[src/rtl/fp_divsqrt_pkg.sv]
// Shared types for the iterative FP divide / square-root unit: FSM states,
// operand classification and the IEEE exception flag bundle.
package fp_divsqrt_pkg;

  typedef enum logic [2:0] {IDLE, UNPACK, ITER, ROUND, OUT} state_e;

  typedef struct packed {
    logic sign;
    logic zero;
    logic inf;
    logic nan;
  } fp_class_t;

  typedef struct packed {
    logic overflow;
    logic underflow;
    logic invalid;
    logic div_zero;
  } fp_flags_t;

  // Subnormals have a zero exponent field and therefore classify as zero.
  function automatic fp_class_t classify(input logic sign, input logic exp_zero,
                                         input logic exp_ones, input logic frac_nz);
    fp_class_t c;
    c.sign = sign;
    c.zero = exp_zero;
    c.inf  = exp_ones & ~frac_nz;
    c.nan  = exp_ones & frac_nz;
    return c;
  endfunction

endpackage

[src/rtl/fp_divsqrt_iter.sv]
// Radix-2 restoring iteration shared by divide and square root: one
// compare/subtract per cycle, one quotient/root bit per step.
module fp_divsqrt_iter #(
  parameter int MAN_W = 24,
  parameter int Q_W   = 27
) (
  input  logic           clk,
  input  logic           rst,
  input  logic           load,
  input  logic           step,
  input  logic           sqrt,
  input  logic [MAN_W:0] num,
  input  logic [MAN_W-1:0] den,
  output logic [Q_W:0]   q,
  output logic           rem_nz,
  output logic           last
);
  localparam int N_IT = Q_W + 1;
  localparam int R_W  = Q_W + 5;
  localparam int C_W  = $clog2(N_IT);

  logic [R_W-1:0]    rem;
  logic [2*N_IT-1:0] rad;
  logic [N_IT-1:0]   q_r;
  logic [C_W-1:0]    cnt;
  logic [MAN_W-1:0]  den_r;
  logic              mode;

  logic [R_W-1:0] partial, lhs, rhs, kept, rem_next;
  logic [R_W:0]   diff;
  logic           ge;

  // Sqrt brings down two radicand bits per step and trials 4*root+1;
  // divide trials the divisor and shifts the partial remainder afterwards.
  assign partial  = {rem[R_W-3:0], rad[2*N_IT-1 -: 2]};
  assign lhs      = mode ? partial : rem;
  assign rhs      = mode ? R_W'({q_r, 2'b01}) : R_W'(den_r);
  assign diff     = {1'b0, lhs} - {1'b0, rhs};
  assign ge       = ~diff[R_W];
  assign kept     = ge ? diff[R_W-1:0] : lhs;
  assign rem_next = mode ? kept : kept << 1;

  assign q      = q_r;
  assign rem_nz = |rem;
  assign last   = (cnt == C_W'(N_IT - 1));

  always_ff @(posedge clk or posedge rst) begin
    // NOTE: non-blocking assignments so every register samples pre-edge values.
    if (rst) begin
      rem   <= '0;
      rad   <= '0;
      q_r   <= '0;
      cnt   <= '0;
      den_r <= '0;
      mode  <= 1'b0;
    end else if (load) begin
      rem   <= sqrt ? '0 : R_W'(num);
      rad   <= sqrt ? {num, {(2*N_IT-MAN_W-1){1'b0}}} : '0;
      q_r   <= '0;
      cnt   <= '0;
      den_r <= den;
      mode  <= sqrt;
    end else if (step) begin
      rem   <= rem_next;
      rad   <= rad << 2;
      q_r   <= {q_r[N_IT-2:0], ge};
      cnt   <= cnt + 1'b1;
    end
  end

endmodule

[src/rtl/fp_divsqrt.sv]
// IEEE-754 divide / square root with runtime mode select, RNE rounding,
// flush-to-zero inputs and a start/done handshake.
module fp_divsqrt
  import fp_divsqrt_pkg::*;
#(
  parameter int DATA_W = 32,
  parameter int EXP_W  = 8,
  parameter int EXTRA  = 3
) (
  input  logic              clk,
  input  logic              rst,
  input  logic              start,
  input  logic              sqrt,
  input  logic [DATA_W-1:0] op_a,
  input  logic [DATA_W-1:0] op_b,
  output logic              busy,
  output logic              done,
  output logic [DATA_W-1:0] res,
  output logic              overflow,
  output logic              underflow,
  output logic              invalid,
  output logic              div_zero
);
  localparam int BIAS   = 2**(EXP_W-1) - 1;
  localparam int MAN_W  = DATA_W - EXP_W;
  localparam int FRAC_W = MAN_W - 1;
  localparam int Q_W    = MAN_W + EXTRA;
  localparam int N_IT   = Q_W + 1;
  localparam int E_W    = EXP_W + 2;
  localparam logic signed [E_W-1:0] BIAS_E = E_W'(BIAS);
  localparam logic signed [E_W-1:0] EMAX_E = E_W'(2**EXP_W - 1);
  localparam logic signed [E_W-1:0] ONE_E  = E_W'(1);
  localparam logic [DATA_W-1:0] QNAN = {1'b0, {EXP_W{1'b1}}, 1'b1, {(FRAC_W-1){1'b0}}};

  state_e                state;
  logic [DATA_W-1:0]     a_r, b_r, pend_res;
  logic                  mode_r, sign_r;
  logic signed [E_W-1:0] exp_r;
  fp_flags_t             pend_flags;

  logic [EXP_W-1:0] ea, eb;
  logic [MAN_W-1:0] ma, mb;
  fp_class_t        ca, cb;

  assign ea = a_r[DATA_W-2 -: EXP_W];
  assign eb = b_r[DATA_W-2 -: EXP_W];
  assign ma = {1'b1, a_r[FRAC_W-1:0]};
  assign mb = {1'b1, b_r[FRAC_W-1:0]};
  assign ca = classify(a_r[DATA_W-1], ea == '0, &ea, |a_r[FRAC_W-1:0]);
  assign cb = classify(b_r[DATA_W-1], eb == '0, &eb, |b_r[FRAC_W-1:0]);

  logic              sgn, special;
  logic [DATA_W-1:0] sp_res, inf_word, zero_word;
  fp_flags_t         sp_flags;

  assign sgn       = mode_r ? ca.sign : ca.sign ^ cb.sign;
  assign inf_word  = {sgn, {EXP_W{1'b1}}, {FRAC_W{1'b0}}};
  assign zero_word = {sgn, {(DATA_W-1){1'b0}}};

  always_comb begin
    // NOTE: defaults first so no path leaves a variable unassigned (no latch).
    special  = 1'b1;
    sp_res   = zero_word;
    sp_flags = '0;
    if (mode_r) begin
      if (ca.nan || (ca.sign && !ca.zero)) begin
        sp_res           = QNAN;
        sp_flags.invalid = 1'b1;
      end else if (ca.inf)  sp_res  = inf_word;
      else if (!ca.zero)    special = 1'b0;
    end else begin
      if (ca.nan || cb.nan || (ca.zero && cb.zero) || (ca.inf && cb.inf)) begin
        sp_res           = QNAN;
        sp_flags.invalid = 1'b1;
      end else if (cb.zero && !ca.inf) begin
        sp_res            = inf_word;
        sp_flags.div_zero = 1'b1;
      end else if (ca.inf)            sp_res  = inf_word;
      else if (!(cb.inf || ca.zero))  special = 1'b0;
    end
  end

  // Sqrt: an odd unbiased exponent moves one factor of two into the radicand.
  logic signed [E_W-1:0] ea_s, eb_s, e_sq, exp_calc;
  logic [MAN_W:0]        num;

  assign ea_s     = $signed({2'b00, ea});
  assign eb_s     = $signed({2'b00, eb});
  assign e_sq     = ea_s - BIAS_E;
  assign exp_calc = mode_r ? $signed({e_sq[E_W-1], e_sq[E_W-1:1]}) + BIAS_E
                           : ea_s - eb_s + BIAS_E;
  assign num      = (mode_r && e_sq[0]) ? {ma, 1'b0} : {1'b0, ma};

  logic [N_IT-1:0]       q;
  logic                  rem_nz, last, load, step;
  logic [Q_W-1:0]        field;
  logic                  sticky, rnd_up;
  logic signed [E_W-1:0] exp_n, exp_f;
  logic [MAN_W:0]        man_r;
  logic [DATA_W-1:0]     rnd_res;
  fp_flags_t             rnd_flags;

  assign load = (state == UNPACK) && !special;
  assign step = (state == ITER);

  fp_divsqrt_iter #(.MAN_W(MAN_W), .Q_W(Q_W)) u_iter (
    .clk(clk), .rst(rst), .load(load), .step(step), .sqrt(mode_r),
    .num(num), .den(mb), .q(q), .rem_nz(rem_nz), .last(last)
  );

  always_comb begin
    if (q[N_IT-1]) begin
      field  = q[N_IT-1:1];
      sticky = q[0] | rem_nz;
      exp_n  = exp_r;
    end else begin
      field  = q[Q_W-1:0];
      sticky = rem_nz;
      exp_n  = exp_r - ONE_E;
    end
    rnd_up    = field[EXTRA-1] & (field[EXTRA] | (|field[EXTRA-2:0]) | sticky);
    man_r     = {1'b0, field[Q_W-1:EXTRA]} + {{MAN_W{1'b0}}, rnd_up};
    exp_f     = man_r[MAN_W] ? exp_n + ONE_E : exp_n;
    rnd_flags = '0;
    if (exp_f >= EMAX_E) begin
      rnd_res            = {sign_r, {EXP_W{1'b1}}, {FRAC_W{1'b0}}};
      rnd_flags.overflow = 1'b1;
    end else if (exp_f < ONE_E) begin
      rnd_res             = {sign_r, {(DATA_W-1){1'b0}}};
      rnd_flags.underflow = 1'b1;
    end else begin
      rnd_res = {sign_r, exp_f[EXP_W-1:0],
                 man_r[MAN_W] ? man_r[MAN_W-1:1] : man_r[FRAC_W-1:0]};
    end
  end

  always_ff @(posedge clk or posedge rst) begin
    if (rst) begin
      state      <= IDLE;
      a_r        <= '0;
      b_r        <= '0;
      mode_r     <= 1'b0;
      sign_r     <= 1'b0;
      exp_r      <= '0;
      pend_res   <= '0;
      pend_flags <= '0;
      busy       <= 1'b0;
      done       <= 1'b0;
      res        <= '0;
      {overflow, underflow, invalid, div_zero} <= '0;
    end else begin
      done <= 1'b0;
      unique case (state)
        IDLE: if (start) begin
          a_r    <= op_a;
          b_r    <= op_b;
          mode_r <= sqrt;
          busy   <= 1'b1;
          state  <= UNPACK;
        end
        UNPACK: begin
          sign_r <= sgn;
          exp_r  <= exp_calc;
          if (special) begin
            pend_res   <= sp_res;
            pend_flags <= sp_flags;
            state      <= OUT;
          end else begin
            state <= ITER;
          end
        end
        ITER: if (last) state <= ROUND;
        ROUND: begin
          pend_res   <= rnd_res;
          pend_flags <= rnd_flags;
          state      <= OUT;
        end
        OUT: begin
          res   <= pend_res;
          {overflow, underflow, invalid, div_zero} <= pend_flags;
          done  <= 1'b1;
          busy  <= 1'b0;
          state <= IDLE;
        end
        default: state <= IDLE;
      endcase
    end
  end

endmodule

[config.mk]
export PLATFORM = sky130hd
export DESIGN_NAME = fp_divsqrt
export DESIGN_NICKNAME = d
export VERILOG_FILES = /design/src/rtl/fp_divsqrt_pkg.sv /design/src/rtl/fp_divsqrt_iter.sv /design/src/rtl/fp_divsqrt.sv
export SDC_FILE = /design/constraint.sdc
export NUM_CORES = 1
export LEC_CHECK = 0
export CAP_MARGIN = 5
export CORE_AREA = 2 2 169 171
export DETAILED_ROUTE_END_ITERATION = 7
export DIE_AREA = 0 0 171 173
export HOLD_SLACK_MARGIN = 0.03
export PLACE_DENSITY = 0.81
export SLEW_MARGIN = 10
export SYNTH_ARGS = -nofsm -noshare
export SYNTH_HDL_FRONTEND = slang
export SYNTH_SLANG_ARGS = --single-unit
[constraint.sdc]
create_clock -name clk -period 11.02 [get_ports clk]
set_input_delay 1.653 -clock clk [delete_from_list [all_inputs] [get_ports clk]]
set_output_delay 1.653 -clock clk [all_outputs]
set_load 0.01 [all_outputs]
==> results.py, run 1 <==
metrics = {
    "global_route": {
        "gr-total-overflow": 0,
        "grt_max_degree": 114,
        "grt_pass1_wl_um": 73050,
        "grt.total_usage_pct": 30.52,
        "antenna_found_initial": 0,
        "grt_pass1_vias": 13720,
    },
    "critical_path": {
        "end_kind": "register",
        "startpoint_type": "register",
        "critPathMaxFanout": 54,
        "worstSetupPathType": "reg -> reg",
        "required_ns": 11.49,
        "critPathArrivalTime_ns": 5.77,
    },
    "timing": {
        "hold-worst-slack_ns": 0.4772,
        "final-hold-violation-count": 0,
        "clock_skew_ns": 0.01516,
        "max_slew_margin_pct": 26.16,
        "clock.fmax_ghz": 0.1887,
        "grt_setup_unrepaired": "no",
        "setup_viol": 0,
        "worst_slew_pin_slew_ns": 1.104,
        "slew_viol_final": 0,
        "finalSetupTns_ns": 0,
        "period_minus_slack_ns": 5.299,
        "post-route-period-util_pct": 48.08,
    },
    "synth": {
        "synth_cell_types": 82,
        "yosys_register_bits": 268,
        "synthMuxAreaShare_pct": 13.87,
        "synth_nets": 1889,
        "yosys.area_share.adder_pct": 3.663,
        "synth-async-reset-ratio_pct": 100.0,
        "synth_edf_count": 0,
        "synth_compound_area_share_pct": 17.23,
        "yosys-top-cells-area": "dfrtp_1 40%, mux2_2 10%, nand2_1 5.2%, mux2i_1 3.8%, ha_1 3.4%",
        "syn_area_um2": 16810,
        "avgSynthCellArea_um2": 9.479,
        "yosys.area.top_type": "dfrtp_1",
        "yosys.area_share.simple_pct": 16.21,
        "synth_xor_area_share_pct": 5.137,
        "netlist_instances": 1773,
        "seq_area_frac_synth_pct": 39.90,
        "synth_ff_type": "dfrtp_1",
        "synth_top_family_by_area": "compound AO/OA/AOI/OAI gates",
        "yosysWarnings": 0,
        "netlist.area_leader.share_pct": 39.90,
    },
    "power": {
        "internal-power_mw": 3.678,
        "p_leak_nw": 7.880,
        "power.share.switching_pct": 46.22,
        "p_sw_mw": 3.161,
        "p_per_area_nw_per_um2": 361.6,
        "seq_power_share_pct": 26.2,
        "comb_power_share_pct": 59.8,
        "ir_worst_vdd_mv": 0.2814,
        "power.share.clock_pct": 14.0,
    },
    "cts": {
        "h-tree-depth": 1,
        "post-cts-setup-buffer-count": 0,
        "clock_latency_ns": 0.55,
        "cts_num_sinks": 268,
        "post_cts_resized": 0,
        "cts_tree": "done",
        "cts_hold_buf": 0,
        "cts_root_buf": "clkbuf_16",
        "cts_max_path_buffers": 3,
        "cts_buffers": 28,
        "clk_pin_slew_ns": 0.07,
    },
    "detailed_routing": {
        "drt_iter0_drc": 1493,
        "drt-total-wl_um": 44850,
        "vias": 13890,
        "drc": 0,
        "avgViaCountPerCell": 6.321,
        "wl_per_cell_um": 20.40,
        "dr.pass1.iters": 6,
        "final_antenna_net_count": 0,
    },
    "cells_and_area": {
        "final_nets": 1918,
        "final_util_pct": 68.45,
        "drive_above_1_share_pct": 14.73,
        "area_delta_synth_final_pct": 12.54,
        "n_antenna_cell": 0,
    },
    "floorplanning": {
        "initial_utilization_pct": 60.83,
        "rows": 61,
        "die_area_um2": 29580,
        "die-width_um": 171,
        "core_um2": 27630,
        "fp.dieH_um": 173,
        "pin_count": 106,
    },
    "placement": {
        "dp_hpwl_um": 31670,
        "io_buffer_count": 105,
        "gp_congestion": 0.9519,
    },
    "run": {
        "drv_cap": 0,
    },
    "run_status": {
        "status": "complete, no violations",
    },
    "hold_path": {
        "hp-class": "reg -> reg",
    },
}
-- through the flow --
| step | instances | area [um^2] | power, mW | setup slack (ns) |
|---|---|---|---|---|
| CTS | 2198 | 18910 | 6.767 | 5.835 |
| global route | 2198 | 18910 | 7.326 | 5.374 |
| detailed placement | 2150 | 17980 | 5.758 | 5.903 |
| global placement | 2150 | 17980 | 5.675 | 5.988 |
| finish | 2198 | 18910 | 6.839 | 5.721 |
| floorplan | 1773 | 16810 | 4.752 | 1.985 |
-- cells by family (layout without fill, tap and decap cells) --
kind of cell	Yosys count	in the layout
and+or+nand+nor	559	559
DFF	268	268
adders and majority gates	48	48
muxes	214	214
buffers and inverters	165	212
xor gates and xnor gates	97	97
AOI/OAI and AO/OA	422	422
-- worst max-delay path, stage by stage, from the launching register on --
cell and delay, ns:
dfrtp_4 0.73, buf_4 0.62, inv_2 0.30, nand2_1 0.16
inv_1 0.06, fa_1 0.43, nand2b_1 0.21, a211oi_1 0.46
o21ai_1 0.19, a2111oi_1 0.79, nor3b_1 0.16, a2111oi_0 0.51
o21ai_0 0.18, a31o_2 0.25, a21oi_1 0.12
-- cell usage after synthesis (16+ instances only) --
| cell | number |
|---|---|
| dfrtp_1 | 268 |
| xor2_1 | 37 |
| a21oi_1 | 111 |
| nor3_1 | 25 |
| mux2_2 | 151 |
| clkbuf_1 | 83 |
| xnor2_1 | 59 |
| a21o_1 | 21 |
| nor2_1 | 95 |
| nor2b_1 | 24 |
| ha_1 | 46 |
| nand2_1 | 232 |
| buf_1 | 19 |
| o21ai_0 | 74 |
| inv_1 | 39 |
| a211oi_1 | 17 |
| nor4_1 | 24 |
| nand3_1 | 40 |
| mux2i_1 | 63 |
| nand2b_1 | 24 |
| buf_2 | 16 |
| nand4_1 | 18 |
| o22ai_1 | 20 |
-- cells in the final DEF (no fill, tap or decap), types with 46 or more instances in the layout --
cell type / count
nor2_1: 94
o21ai_0: 74
mux2_2: 151
dfrtp_1: 266
ha_1: 46
mux2i_1: 63
clkdlybuf4s50_1: 105
nand2_1: 232
xnor2_1: 59
a21oi_1: 111
-- metal layers --
layer | up-vias | part of all wire [%] | global-route usage (%)
met4 | 0 | 3.2 | 9.322
met3 | 85 | 7.4 | 4.990
met1 | 6755 | 43 | 42.59
met5 | - | 0 | 0
met2 | 578 | 47 | 48.92
li1 | 6476 | - | -
-- power groups by stage --
stage                     clock network [mW]  logic (mW)  registers (mW)
final                                  0.959        4.09            1.79
after floorplan                            0        3.17            1.58
after detailed placement                   0        3.98            1.78
after CTS                              0.970        4.02            1.77
after global placement                     0        3.91            1.77
after global routing                    1.01        4.48            1.83
-- state kept, by name, summed over array words and instances, names as in the netlist, 3 cells and up --
| name | flops |
|---|---|
| u_iter.cnt | 5 |
| pend_res | 32 |
| u_iter.den_r | 24 |
| u_iter.q | 28 |
| u_iter.rem | 32 |
| pend_flags | 4 |
| exp_r | 10 |
| state | 3 |
| b_r | 32 |
| res | 32 |
| a_r | 32 |
| u_iter.rad | 25 |
-- final timing paths --
| path | start | endpoint | slack (ns) | depth (start not counted) |
|---|---|---|---|---|
| min | u_iter.den_r[23] | u_iter.den_r[23] | 0.48 | 1 |
| max | u_iter.mode | u_iter.rem[30] | 5.72 | 14 |
| max reg2reg | u_iter.mode | u_iter.rem[30] | 5.72 | 14 |
| min in group asynchronous | rst | b_r[16] | 1.63 | 2 |
| max in group asynchronous | rst | u_iter.mode | 7.66 | 3 |
| min reg2reg | u_iter.den_r[23] | u_iter.den_r[23] | 0.48 | 1 |
-- final cells by class --
cell class                      count  area, um^2
Inverter                           43       168.9
Clock inverter                      8       92.59
Tap cell                          378       473.0
Clock buffer                       40       837.1
Timing Repair Buffer              121        1171
Sequential cell                   268        6711
Fill cell                        2139        8716
Multi-Input combinational cell   1340        9459
Power figures use the tool's default switching activity.
==> run 2, diff against run 1 <==
clock period = 4.95 ns   (was 11.02 ns; I/O delays follow)
==> results.py, run 2 (same netlist as run 1, synthesis figures left out) <==
metrics = {
    "run_status": {
        "status": "complete, no violations",
    },
    "cells_and_area": {
        "final_cells": 2221,
        "final_util_pct": 69.33,
        "n_antenna_cell": 0,
        "regArea_um2": 6711,
        "nFillCells": 2143,
        "final_area_um2": 19160,
        "final_nets": 1936,
        "drive_above_1_share_pct": 15.74,
        "layout_common_cells": "266 x dfrtp_1, 232 x nand2_1, 151 x mux2_2, 111 x a21oi_1, 105 x clkdlybuf4s50_1",
        "area_delta_synth_final_pct": 13.98,
        "multi_input_area_um2": 9457,
        "final_common_cell": "dfrtp_1",
    },
    "critical_path": {
        "required_ns": 5.43,
        "cp-startpoint": "u_iter.mode",
        "critPathArrivalTime_ns": 5.26,
        "worstSetupPathType": "reg -> reg",
        "critPathMaxFanout": 29,
        "reg2reg_from": "u_iter.mode",
        "startpoint_type": "register",
        "end_kind": "register",
    },
    "floorplanning": {
        "rows": 61,
        "die-width_um": 171,
        "initial_utilization_pct": 60.83,
        "fp.dieH_um": 173,
        "die_area_um2": 29580,
        "pin_count": 106,
        "core_um2": 27630,
    },
    "power": {
        "power.total_mw": 15.49,
        "p_per_area_nw_per_um2": 808.8,
        "ir_worst_vdd_mv": 0.6520,
        "p_leak_nw": 7.995,
    },
    "detailed_routing": {
        "drt-total-wl_um": 44630,
        "dr.pass1.iters": 6,
        "final_antenna_net_count": 0,
        "avgViaCountPerCell": 6.344,
        "vias": 14090,
        "drt_iter0_drc": 1491,
        "wl_per_cell_um": 20.09,
        "drc": 0,
    },
    "cts": {
        "cts_tree": "done",
        "cts_hold_buf": 0,
        "cts_max_path_buffers": 3,
        "cts_root_buf": "clkbuf_16",
        "h-tree-depth": 1,
        "clock_latency_ns": 0.57,
        "cts_num_sinks": 268,
        "post_cts_resized": 0,
        "post-cts-setup-buffer-count": 0,
        "cts_buffers": 29,
        "clk_pin_slew_ns": 0.07,
    },
    "placement": {
        "pre_cts_slack_ns": 0.3174,
        "gp_congestion": 0.9758,
        "io_buffer_count": 105,
        "placed_cells": 2167,
        "dp_hpwl_um": 31340,
        "place_area_um2": 18170,
    },
    "hold_path": {
        "hp-class": "reg -> reg",
        "hold_start": "u_iter.den_r[23]",
    },
    "timing": {
        "max_slew_margin_pct": 38.45,
        "worst_slew_pin_slew_ns": 0.9148,
        "post-route-period-util_pct": 96.56,
        "clock_skew_ns": 0.01621,
        "finalSetupTns_ns": 0,
        "hold-worst-slack_ns": 0.4801,
        "grt_setup_unrepaired": "no",
        "period_minus_slack_ns": 4.780,
        "worst_slack_ns": 0.1703,
        "final-hold-violation-count": 0,
        "slew_viol_final": 0,
        "clock.fmax_ghz": 0.2092,
        "setup_viol": 0,
    },
    "run": {
        "drv_cap": 0,
    },
    "global_route": {
        "gr-total-overflow": 0,
        "antenna_found_initial": 0,
        "grt_pass1_vias": 13730,
        "grt.total_usage_pct": 30.27,
        "grt_pass1_wl_um": 72840,
        "grt_max_degree": 164,
    },
}
==> run 2: cell count changes in the layout (fill, tap and decap cells not counted), sizes merged <==
cell,previous run,this run
buf,16,33
clkinvlp,1,5
clkinv,6,8
clkbuf,40,39
inv,42,43
==> run 2: per-layer routing <==
metal | GRT usage (%) | part of all wire (%) | vias to the layer above
met5 | 0 | 0 | -
met4 | 9.746 | 3.6 | 0
met3 | 5.631 | 7.6 | 116
met2 | 46.79 | 45 | 602
met1 | 43.15 | 44 | 6848
li1 | - | - | 6523
==> run 2: cell type report <==
cell class | instances | share of cell area (%)
multi-input combinational | 1340 | 49.37
sequential | 268 | 35.04
timing repair buffer | 138 | 7.106
clock buffer | 39 | 4.298
tap | 378 | 2.469
clock inverter | 15 | 0.8622
inverter | 43 | 0.8622
==> run 2: power by group <==
| part | leakage [nW] | total, mW | internal [mW] | switching, mW |
|---|---|---|---|---|
| clock network | 0.476 | 2.23 | 1.28 | 0.944 |
| logic | 4.13 | 9.24 | 4.04 | 5.19 |
| registers | 3.39 | 4.03 | 3.00 | 1.03 |
| total | 7.99 | 15.5 | 8.33 | 7.17 |
==> run 2: path summary, 6_finish.rpt <==
path,to,cells after the start,slack [ns]
worst max-delay path,u_iter.rem[31],15,0.17
worst max register to register,u_iter.rem[31],15,0.17
min in group asynchronous,u_iter.den_r[23],2,0.53
worst min-delay path,u_iter.den_r[23],1,0.48
worst min register to register,u_iter.den_r[23],1,0.48
max in group asynchronous,u_iter.q[27],3,3.15
==> run 2: worst max-delay path, cell delays in order (launching register included) <==
cell and delay, ns:
dfrtp_4 0.64, or2_2 0.35, ha_1 0.21, fa_1 0.40, nand2b_1 0.23, a211oi_1 0.23
buf_4 0.17, o21ai_1 0.09, a2111oi_1 0.68, buf_4 0.24, nor3b_1 0.07, a2111oi_0 0.69
buf_4 0.23, o21ai_0 0.08, a31o_1 0.23, a31oi_1 0.15
